File: config.mk
export PLATFORM = sky130hd
export DESIGN_NAME = alu_decode_pipe
export DESIGN_NICKNAME = d
export VERILOG_FILES = /design/src/rtl/alu_dec_pkg.sv /design/src/rtl/alu_dec_comb.sv /design/src/rtl/alu_decode_pipe.sv
export SDC_FILE = /design/constraint.sdc
export NUM_CORES = 1
export LEC_CHECK = 0
export CORE_MARGIN = 4
export CORE_UTILIZATION = 37
export DETAILED_ROUTE_END_ITERATION = 8
export PLACE_DENSITY = 0.94
export SYNTH_ARGS = -nofsm -noshare
export SYNTH_HDL_FRONTEND = slang
export SYNTH_SLANG_ARGS = --single-unit
File: constraint.sdc
create_clock -name clk -period 1.88 [get_ports clk]
set_input_delay 0.47 -clock clk [delete_from_list [all_inputs] [get_ports clk]]
set_output_delay 0.47 -clock clk [all_outputs]
set_load 0.05 [all_outputs]
File: src/rtl/alu_dec_pkg.sv
// Shared ALU-control, compare and load-width encodings plus the decoded-result struct
// used by the decode pipe and its combinational decoder.
package alu_dec_pkg;

  localparam logic [3:0] ALU_AND  = 4'b0000;
  localparam logic [3:0] ALU_OR   = 4'b0001;
  localparam logic [3:0] ALU_ADD  = 4'b0010;
  localparam logic [3:0] ALU_XOR  = 4'b0011;
  localparam logic [3:0] ALU_SLL  = 4'b0100;
  localparam logic [3:0] ALU_SLT  = 4'b0101;
  localparam logic [3:0] ALU_SUB  = 4'b0110;
  localparam logic [3:0] ALU_SLTU = 4'b0111;
  localparam logic [3:0] ALU_SRL  = 4'b1000;
  localparam logic [3:0] ALU_SRA  = 4'b1001;
  localparam logic [3:0] ALU_MEXT = 4'b1111;

  localparam logic [1:0] CMP_NONE = 2'b00;
  localparam logic [1:0] CMP_NZ   = 2'b10;
  localparam logic [1:0] CMP_ZERO = 2'b11;

  localparam logic [2:0] MEM_NONE = 3'b000;
  localparam logic [2:0] MEM_LB   = 3'b001;
  localparam logic [2:0] MEM_LH   = 3'b010;
  localparam logic [2:0] MEM_LW   = 3'b011;
  localparam logic [2:0] MEM_LBU  = 3'b101;
  localparam logic [2:0] MEM_LHU  = 3'b110;

  localparam logic [6:0] F7_MEXT = 7'b0000001;

  typedef enum logic [1:0] {
    OP_R      = 2'b00,
    OP_I      = 2'b01,
    OP_LOAD   = 2'b10,
    OP_BRANCH = 2'b11
  } alu_op_e;

  typedef struct packed {
    logic [3:0] alu_ctrl;
    logic [1:0] cmp;
    logic [2:0] mem;
    logic       mc;
    logic [2:0] mfn;
    logic       illegal;
  } dec_t;

endpackage

File: src/rtl/alu_dec_comb.sv
// Pure combinational decode of (instr, alu_op) into a dec_t; no state, zero latency.
// M-extension decoding of R-type funct7=0000001 exists only under ALU_DEC_MEXT_EN.
module alu_dec_comb
  import alu_dec_pkg::*;
(
  input  logic [31:0] instr,
  input  logic [1:0]  alu_op,
  output dec_t        dec
);

  logic [2:0] funct3;
  logic [6:0] funct7;
  logic       alt;
  logic       unused_bits;

  assign funct3      = instr[14:12];
  assign funct7      = instr[31:25];
  assign alt         = instr[30];
  assign unused_bits = ^{instr[24:15], instr[11:0]};

  always_comb begin
    dec          = '0;
    dec.alu_ctrl = ALU_ADD;
    case (alu_op_e'(alu_op))
      OP_R: begin
        if (funct7 == F7_MEXT) begin
`ifdef ALU_DEC_MEXT_EN
          dec.alu_ctrl = ALU_MEXT;
          dec.mc       = 1'b1;
          dec.mfn      = funct3;
`else
          dec.illegal  = 1'b1;
`endif
        end else begin
          case ({funct3, alt})
            4'b0000: dec.alu_ctrl = ALU_ADD;
            4'b0001: dec.alu_ctrl = ALU_SUB;
            4'b1000: dec.alu_ctrl = ALU_XOR;
            4'b1100: dec.alu_ctrl = ALU_OR;
            4'b1110: dec.alu_ctrl = ALU_AND;
            4'b0010: dec.alu_ctrl = ALU_SLL;
            4'b1010: dec.alu_ctrl = ALU_SRL;
            4'b1011: dec.alu_ctrl = ALU_SRA;
            4'b0100: dec.alu_ctrl = ALU_SLT;
            4'b0110: dec.alu_ctrl = ALU_SLTU;
            default: dec.illegal  = 1'b1;
          endcase
        end
      end
      OP_I: begin
        case (funct3)
          3'b000:  dec.alu_ctrl = ALU_ADD;
          3'b100:  dec.alu_ctrl = ALU_XOR;
          3'b110:  dec.alu_ctrl = ALU_OR;
          3'b111:  dec.alu_ctrl = ALU_AND;
          3'b001:  dec.alu_ctrl = ALU_SLL;
          3'b010:  dec.alu_ctrl = ALU_SLT;
          3'b011:  dec.alu_ctrl = ALU_SLTU;
          default: dec.alu_ctrl = alt ? ALU_SRA : ALU_SRL;
        endcase
      end
      OP_LOAD: begin
        // address generation is always an add; only the width varies
        case (funct3)
          3'b000:  dec.mem     = MEM_LB;
          3'b001:  dec.mem     = MEM_LH;
          3'b010:  dec.mem     = MEM_LW;
          3'b100:  dec.mem     = MEM_LBU;
          3'b101:  dec.mem     = MEM_LHU;
          default: dec.illegal = 1'b1;
        endcase
      end
      default: begin
        case (funct3)
          3'b000: begin dec.alu_ctrl = ALU_XOR;  dec.cmp = CMP_ZERO; end
          3'b001: begin dec.alu_ctrl = ALU_XOR;  dec.cmp = CMP_NZ;   end
          3'b100: begin dec.alu_ctrl = ALU_SLT;  dec.cmp = CMP_NZ;   end
          3'b101: begin dec.alu_ctrl = ALU_SLT;  dec.cmp = CMP_ZERO; end
          3'b110: begin dec.alu_ctrl = ALU_SLTU; dec.cmp = CMP_NZ;   end
          3'b111: begin dec.alu_ctrl = ALU_SLTU; dec.cmp = CMP_ZERO; end
          default: dec.illegal = 1'b1;
        endcase
      end
    endcase
  end

endmodule

File: src/rtl/alu_decode_pipe.sv
// ALU-control decoder with one registered valid/ready stage (1-cycle latency, holds under backpressure)
// and an M-op occupancy counter that stalls issue; counter exists only when ALU_DEC_MEXT_EN is defined.
module alu_decode_pipe
  import alu_dec_pkg::*;
#(
  parameter int TAG_W   = 5,
  parameter int MUL_LAT = 3,
  parameter int DIV_LAT = 33
) (
  input  logic             clk,
  input  logic             rst_n,
  input  logic             in_valid,
  output logic             in_ready,
  input  logic [31:0]      in_instr,
  input  logic [1:0]       in_alu_op,
  input  logic [TAG_W-1:0] in_tag,
  output logic             out_valid,
  input  logic             out_ready,
  output logic [3:0]       out_alu_ctrl,
  output logic [1:0]       out_cmp,
  output logic [2:0]       out_mem,
  output logic             out_mc,
  output logic [2:0]       out_mfn,
  output logic             out_illegal,
  output logic [TAG_W-1:0] out_tag,
  output logic             busy
);

  dec_t             dec_next;
  dec_t             dec_q;
  logic [TAG_W-1:0] tag_q;
  logic             valid_q;
  logic             in_fire;
  logic             cnt_zero;

  alu_dec_comb u_comb (
    .instr  (in_instr),
    .alu_op (in_alu_op),
    .dec    (dec_next)
  );

  assign in_ready = cnt_zero && (!valid_q || out_ready);
  assign in_fire  = in_valid && in_ready;

  always_ff @(posedge clk or negedge rst_n) begin
    if (!rst_n) begin
      valid_q <= 1'b0;
      dec_q   <= '0;
      tag_q   <= '0;
    end else if (in_fire) begin
      valid_q <= 1'b1;
      dec_q   <= dec_next;
      tag_q   <= in_tag;
    end else if (valid_q && out_ready) begin
      valid_q <= 1'b0;
    end
  end

`ifdef ALU_DEC_MEXT_EN
  localparam int MAX_LAT = (MUL_LAT > DIV_LAT) ? MUL_LAT : DIV_LAT;
  localparam int CNT_W   = ($clog2(MAX_LAT) < 1) ? 1 : $clog2(MAX_LAT);

  logic [CNT_W-1:0] cnt;

  // A new M op can only be accepted while cnt is zero, so load never races decrement.
  always_ff @(posedge clk or negedge rst_n) begin
    if (!rst_n) begin
      cnt <= '0;
    end else if (in_fire && dec_next.mc) begin
      cnt <= dec_next.mfn[2] ? CNT_W'(DIV_LAT - 1) : CNT_W'(MUL_LAT - 1);
    end else if (cnt != '0) begin
      cnt <= cnt - CNT_W'(1);
    end
  end

  assign cnt_zero = (cnt == '0);
  assign busy     = !cnt_zero;
  assign out_mfn  = dec_q.mfn;
`else
  localparam int unused_lat = MUL_LAT + DIV_LAT;
  logic          unused_mfn;

  assign cnt_zero   = 1'b1;
  assign busy       = 1'b0;
  assign out_mfn    = 3'b000;
  assign unused_mfn = ^dec_q.mfn;
`endif

  assign out_valid    = valid_q;
  assign out_alu_ctrl = dec_q.alu_ctrl;
  assign out_cmp      = dec_q.cmp;
  assign out_mem      = dec_q.mem;
  assign out_mc       = dec_q.mc;
  assign out_illegal  = dec_q.illegal;
  assign out_tag      = tag_q;

endmodule

Word-level counts from Yosys, hierarchy flattened --
Index checks and enable logic that the tools add are counted.
Word-level totals: bits in registers 16, logic and storage cells 53, bits of input ports 43
Cells by class: reductions and logical operators 12, eq/ne operators 19, multiplexer cells 16
Operator list (number):
- $pmux W4 S9 | 1
- $pmux W5 S6 | 1
- $pmux W4 S7 | 1
- $eq A4 B4 Y1 const B | 5
- $pmux W3 S5 | 1
- $eq A3 B3 Y1 const B | 4
- $pmux W4 S3 | 1
- $reduce_or A10 Y1 | 1
- $eq A4 B3 Y1 const B | 2
- $eq A7 B1 Y1 const B | 1
- $mux W1 | 7
- $eq A3 B2 Y1 const B | 2
- $reduce_or A6 Y1 | 1
- $reduce_or A5 Y1 | 1
- $eq A4 B1 Y1 const B | 1
- $eq A4 B2 Y1 const B | 1
- $logic_not A4 Y1 | 1
- $mux W4 | 1
- $eq A3 B1 Y1 const B | 1
- $logic_not A3 Y1 | 1
- $mux W3 | 1
- $pmux W1 S3 | 1
- $reduce_or A3 Y1 | 1
- $eq A2 B1 Y1 const B | 1
- other kinds (7) | 8

Depth between registers and ports, before layout --
depth in word-level cells 5, depth in mapped cells 5

Hierarchy --
From an unflattened synthesis, not the netlist that was laid out.
Second synthesis, totals: cell total of the unflattened synthesis 104, area total of the unflattened synthesis 1139.8 um^2
By module, submodules not included:
- alu_decode_pipe | instances 1, area an instance 729.4 um^2, sequential area each 425.4 um^2, cells each 42
- alu_dec_comb | instances 1, area an instance 410.4 um^2, sequential area each 0.0 um^2, cells each 62

Worst setup path before layout --
No wires, ideal clock.
path type reg2reg, from register valid_q, in the netlist out_valid, to register dec_q (netlist bit out_alu_ctrl[3]), arrival 1838 ps, path buffers 1, stages on the path, launching flop included 5, required time 1744 ps, period minus slack after synthesis 1974 ps, path slack -94 ps, path through dfrtp_1 -> nand2b_1 -> nand2_1 -> clkbuf_1 -> o21ai_0
On the way: cells in the longest elaborated chain, start to end 3
RTL lines:
- from (decl) | RTL line alu_decode_pipe.sv:32 | logic valid_q;
- from (signal assigned) | RTL line alu_decode_pipe.sv:47 | valid_q <= 1'b0;
- from (signal assigned) | RTL line alu_decode_pipe.sv:51 | valid_q <= 1'b1;
- from (signal assigned) | RTL line alu_decode_pipe.sv:55 | valid_q <= 1'b0;
- $logic_not A1 Y1 | RTL line alu_decode_pipe.sv:42 | assign in_ready = cnt_zero && (!valid_q || out_ready);
- $logic_or A1 B1 Y1 | RTL line alu_decode_pipe.sv:42
- net in_ready | RTL line alu_decode_pipe.sv:13 | output logic in_ready,
- $logic_and A1 B1 Y1 | RTL line alu_decode_pipe.sv:43 | assign in_fire = in_valid && in_ready;
- to (signal assigned) | RTL line alu_decode_pipe.sv:52 | dec_q <= dec_next;
- to (decl) | RTL line alu_decode_pipe.sv:30 | dec_t dec_q;
The timed path passes the listed nets, and every way through them passes these cells. A chain may end at the register's enable or synchronous reset.

Worst setup path after layout --
from input out_ready, to output in_ready
On the way: cells in the longest elaborated chain, start to end 1
RTL lines:
- from (decl) | RTL line alu_decode_pipe.sv:18 | input logic out_ready,
- $logic_or A1 B1 Y1 | RTL line alu_decode_pipe.sv:42
- to (decl) | RTL line alu_decode_pipe.sv:13
Every way passes these cells.

==> impl_metrics.json <==
{
  "start_util": 0.401,
  "grt_max_degree": 17,
  "avgViaCountPerCell": 5.16,
  "start_kind": "input pin",
  "crit_path_end_kind": "output port",
  "numPortBuffers": 37,
  "post_cts_resized": 0,
  "h-tree-depth": 1,
  "max_freq_ghz": 0.579,
  "yosysMostFrequentCell": "nand2_1",
  "synthToLayoutAreaGrowth_pct": 51.6,
  "min_path_type": "reg -> reg",
  "p_leak_nw": 0.653,
  "gp_congestion": 0.836,
  "powerDensity_mw_per_mm2": 744,
  "grt_pass1_vias": 912,
  "dieWidth_um": 57.7,
  "synth_warnings": 0,
  "io_pins": 65,
  "status": "complete, no violations",
  "synth_area_leaders": "dfrtp_1 (44%), nand2_1 (11%), buf_4 (4.1%), o21ai_0 (3.8%), a22o_1 (2.9%)",
  "clock-sinks": 16,
  "antennaDiodeCount": 0,
  "yosysUniqueCellTypes": 35,
  "synthArstFlopShare": 1.00,
  "multi_input_area_um2": 448,
  "routedWlPerCell_um": 12.4,
  "hold_violations": 0,
  "netlist.top_cell.by_area": "dfrtp_1",
  "drv_slew": 0,
  "rsz0062_at_grt": "no",
  "hp-start": "out_tag[3]$_DFFE_PN0P_",
  "drcViolationCount": 0,
  "setup_violations": 0,
  "gr-usage-all-layers": 0.138,
  "stdcell_count": 182,
  "clk_pin_slew_ns": 0.09,
  "critPathKind": "in -> out",
  "synthFlopType": "dfrtp_1",
  "syn_inst": 108,
  "worstPathMaxFanout": 4,
  "syn_area_um2": 913,
  "r2r_start": "out_valid$_DFFE_PN0P_",
  "insertion_delay_ns": 0.28,
  "whs_endpoint": "out_tag[3]$_DFFE_PN0P_",
  "drt-total-wl_um": 2260,
  "cts-root-buf": "clkbuf_4",
  "grt_pass1_wl_um": 3770,
  "drt-initial-drc-count": 27,
  "r2r_end": "out_mem[2]$_DFFE_PN0P_",
  "synth_edf_count": 0,
  "cts_buffer_depth": 2,
  "hold_path_depth": 2,
  "seq_area_frac_synth": 0.438,
  "hpwl_um": 1880,
  "avgSynthCellArea_um2": 8.46,
  "fin_skew_ns": 0.00421,
  "cp.required_ns": 1.41,
  "post_cts_buffers": 0,
  "placed_cells": 178,
  "rrSetupSlack_ns": 0.68,
  "ff_latch_area_um2": 400,
  "ctsHoldBuffers": 0,
  "post-route-util": 0.609,
  "antenna_found_initial": 0,
  "ir_worst_vdd_uv": 384,
  "synth_common_cells": "nand2_1 (26), dfrtp_1 (16), o21ai_0 (7)",
  "core-area_mm2": 0.00228,
  "dr.pass1.iters": 6,
  "cts_buffers": 3,
  "grt_overflow": 0,
  "vias": 939,
  "worstPathArrival_ns": 1.26,
  "synth_top_area_frac": 0.438,
  "die_area_mm2": 0.00333,
  "drive_above_1_share": 0.260,
  "antenna_left": 0,
  "ff2ff_path_depth": 4,
  "fin_crit_sh": 0.919,
  "num-fill-cells": 201,
  "rows": 17,
  "cts_tree": "done",
  "drv_cap": 0,
  "ys_ff_latch": 16,
  "die_h_um": 57.7,
  "post-route-min-period_ns": 1.73,
  "final_nets": 198
}
[metal layers]
metal  part of all wire  global-route usage  wire length, um  up-vias
li1                   -                   -                -      459
met1               0.43               0.162              961      432
met2               0.48               0.256             1080       46
met3              0.092              0.0223              207        2
met4             0.0044              0.0397               10        0
met5                  0                   0                0        -
[cells by family after synthesis]
group	synth area share
AND/OR/NAND/NOR	0.248
AO/OA/AOI/OAI	0.197
flip-flops	0.438
buffers and inverters	0.0904
XOR/XNOR	0.00959
multiplexers	0.0123
other	0.00411
[sequential cells by signal, indices dropped and copies added, names as in the netlist]
signal and count:
out_tag 5, out_cmp 2, out_illegal 1, out_valid 1, out_alu_ctrl 4, out_mem 3
[critical path: stages]
cell and delay [ns]:
clkdlybuf4s50_1 0.40, nand2b_2 0.22, buf_12 0.17
[layout make-up]
type,count,share of cell area
flip-flops and latches,16,0.289
clock buffers,4,0.0262
multi-input cells,80,0.323
inverters,4,0.0108
repair buffers,50,0.325
well taps,28,0.0253
[cells in the final DEF (no fill, tap or decap), types with 2 or more instances in the layout]
cell type	count
nand2b_1	3
o21ai_0	7
nand2_1	26
clkdlybuf4s50_1	20
nand3_1	4
inv_1	3
a22o_1	3
buf_12	2
nor3_1	5
nor2_1	2
clkbuf_4	3
buf_4	28
dfrtp_1	16
a21oi_1	4
conb_1	5
[worst max-delay path by stage]
stage                                     start                           to  slack (ns)  cells past startpoint
after floorplan           out_valid$_DFFE_PN0P_  out_alu_ctrl[3]$_DFFE_PN0P_        0.10                      4
after CTS                             out_ready                     in_ready        0.15                      3
final                                 out_ready                     in_ready        0.15                      3
after global placement             in_instr[14]      out_illegal$_DFFE_PN0P_       -0.07                      5
after global routing               in_instr[28]      out_illegal$_DFFE_PN0P_        0.13                      5
after detailed placement           in_instr[14]      out_illegal$_DFFE_PN0P_       -0.12                      5
[where the power goes]
| part | total (W) | switching [W] | internal [W] |
|---|---|---|---|
| sequential | 0.000400 | 0.0000199 | 0.000380 |
| clock | 0.000220 | 0.000102 | 0.000118 |
| combinational | 0.000410 | 0.000257 | 0.000153 |
| total | 0.00103 | 0.000379 | 0.000651 |
[per-stage QoR]
| step | cell area, um2 | hold slack (ns) | setup TNS, ns | setup slack [ns] | total power [W] |
|---|---|---|---|---|---|
| after floorplan | 931 | 0.174 | 0 | 0.104 | 0.000663 |
| after detailed placement | 1350 | 0.468 | -0.116 | -0.116 | 0.000820 |
| after global routing | 1390 | 0.512 | 0 | 0.133 | 0.00108 |
| after CTS | 1390 | 0.489 | 0 | 0.150 | 0.00104 |
| after global placement | 1350 | 0.458 | -0.0703 | -0.0703 | 0.000810 |
| final | 1390 | 0.487 | 0 | 0.152 | 0.00103 |
No activity file was read; power rests on OpenSTA's default activity.
==> edit, RTL diff (same settings) <==
The parameter `TAG_W` goes from 5 to 10.
--- a/src/rtl/alu_decode_pipe.sv
+++ b/src/rtl/alu_decode_pipe.sv
@@ -3,7 +3,7 @@
 module alu_decode_pipe
   import alu_dec_pkg::*;
 #(
-  parameter int TAG_W   = 5,
+  parameter int TAG_W   = 10,
   parameter int MUL_LAT = 3,
   parameter int DIV_LAT = 33
 ) (
Ports: changed (resized in_tag and out_tag); port bits go from 65 to 75. The function was not compared with the original's and may differ.
==> edit against the unedited design <==
First-iteration DRC count increased by 33%. Sequential cell count is 5 higher. Global-route usage increased by 1.8 points. Design area is 24% higher. Power increased by 27%. Critical endpoint is now out_illegal. Routed wire length increased by 34%. Synthesized area up 25%. Setup slack got worse by 0.083 ns.
==> edit: results (changes against the unedited design) <==
worst-path-max-fanout: 2  # -2
die_w_um: 63.5  # +10%
dpl-instance-area_sq_mm: 0.00170  # +26%
cts_made_buffers: 3  # unchanged
nNonClkBuffers: 67  # +34%
clk_latency_ns: 0.31  # +0.03 ns
pre_cts_slack_ns: -0.346  # -0.230 ns
grt.total_usage_pct: 15.6  # +1.8 points
n_all_inverters: 2  # -2
seq_cell_count: 21  # +5
diodes: 0  # unchanged
fin_nets: 217  # +9.6%
dp.cells: 195  # +9.6%
syn_inst: 107  # -0.93%
skew_ns: 0.00474  # +0.000531 ns
final_core_util_pct: 60.3  # -0.55 points
critPathMaxStageDelay_ns: 0.43  # +0.03 ns
synth_cell_types: 37  # +5.7%
cts_buffer_depth: 2  # unchanged
drtIter0Drc: 36  # +33%
largest_register_ffs: 10  # +5
status: "finished clean"
grt_pass1_wl_um: 5060  # +34%
slowest_stage: "or4_4"
clock_area_share_pct: 1.60  # -1.0 points
power.leakage_uw: 0.000788  # +21%
ir_drop_uv: 391  # +1.9%
yosysSeqAreaShare_pct: 46.2  # +2.3 points
final-seq-area_sq_um: 527  # +32%
buf_share_pct: 33.4  # +0.86 points
min_path_type: "primary input to asynchronous set/reset pin"
io_buffers: 47  # +27%
place_hpwl_um: 2540  # +35%
netlist_top_cells_area: "dfrtp_1 46%, mux2_2 9.9%, nand2b_1 3.8%, buf_4 3.3%, nand2_1 3.0%"
synth_commonest_cells: "21 x dfrtp_1, 10 x mux2_2, 9 x nand2_1, 7 x nand2b_1"
instances_no_fill: 199  # +9.3%
async_flop_share_pct: 100  # unchanged
vias_per_cell: 5.31  # +2.9%
multi_input_area_share_pct: 31.7  # -0.63 points
grt_max_degree: 22  # +5
wl_um: 3030  # +34%
fillCellCount: 240  # +19%
cts.htree.levels: 1  # unchanged
gp_congestion: 0.974  # +16%
crit_arrival_ns: 2.07  # +0.81 ns
path_clk_slew_ns: 0.12  # +0.03 ns
firstDrtPassIters: 4  # -2
drive_above_1_share_pct: 37.5  # +12 points
comb.multi_input.count: 74  # -7.5%
path_delay_family: "simple AND/OR/NAND/NOR gates"
## edit: cell types whose count changed in the layout (fill, tap and decap cells not counted), moves of 4 or more
cell     unedited run  this run
nand2_1            26         9
buf_4              28        41
mux2_2              1        10
dfrtp_1            16        20
nor3_1              5         1
## edit: kinds of logic after synthesis
logic type      after synthesis  synth area share [%]
simple gates                 32                  17.4
compound gates               25                  17.1
flops                        21                  46.2
buf+inv                      16                  7.47
mux                          11                  10.8
xor+xnor                      1                 0.769
other cells                   1                 0.329
## edit: layer usage
metal  wire (um)  part of all wire, %  GRT usage, %
met5           0                    0             0
met4          65                  2.1          5.12
met3         181                  6.0          3.02
met2        1670                   55          28.0
met1        1110                   37          18.5
## edit: where the power goes
group | leakage [uW] | internal (uW) | switching (uW) | total [uW]
Clock | 0.0000177 | 79.6 | 138 | 218
Sequential | 0.000259 | 505 | 30.3 | 536
Combinational | 0.000512 | 211 | 344 | 554
Total | 0.000788 | 796 | 512 | 1310
## edit: final timing paths
| kind | start | endpoint | slack (ns) | cells past startpoint |
|---|---|---|---|---|
| setup / recovery | in_instr[28] | out_illegal | 0.07 | 6 |
| hold reg to reg | out_cmp[1] | out_cmp[1] | 0.50 | 2 |
| hold / removal | rst_n | out_tag[5] | 0.49 | 2 |
| max in group asynchronous | rst_n | out_valid | 1.17 | 2 |
| setup reg to reg | out_valid | out_alu_ctrl[2] | 0.48 | 5 |
| min in group clk | out_cmp[1] | out_cmp[1] | 0.50 | 2 |
## edit: timing repair
| item | 4_1_cts | 5_1_grt |
|---|---|---|
| endpoints found under the setup margin | 2 | 0 |
| buffers inserted | 0 | 0 |
| hold endpoints to repair | 0 | 0 |
| gates resized for setup | 3 | 0 |
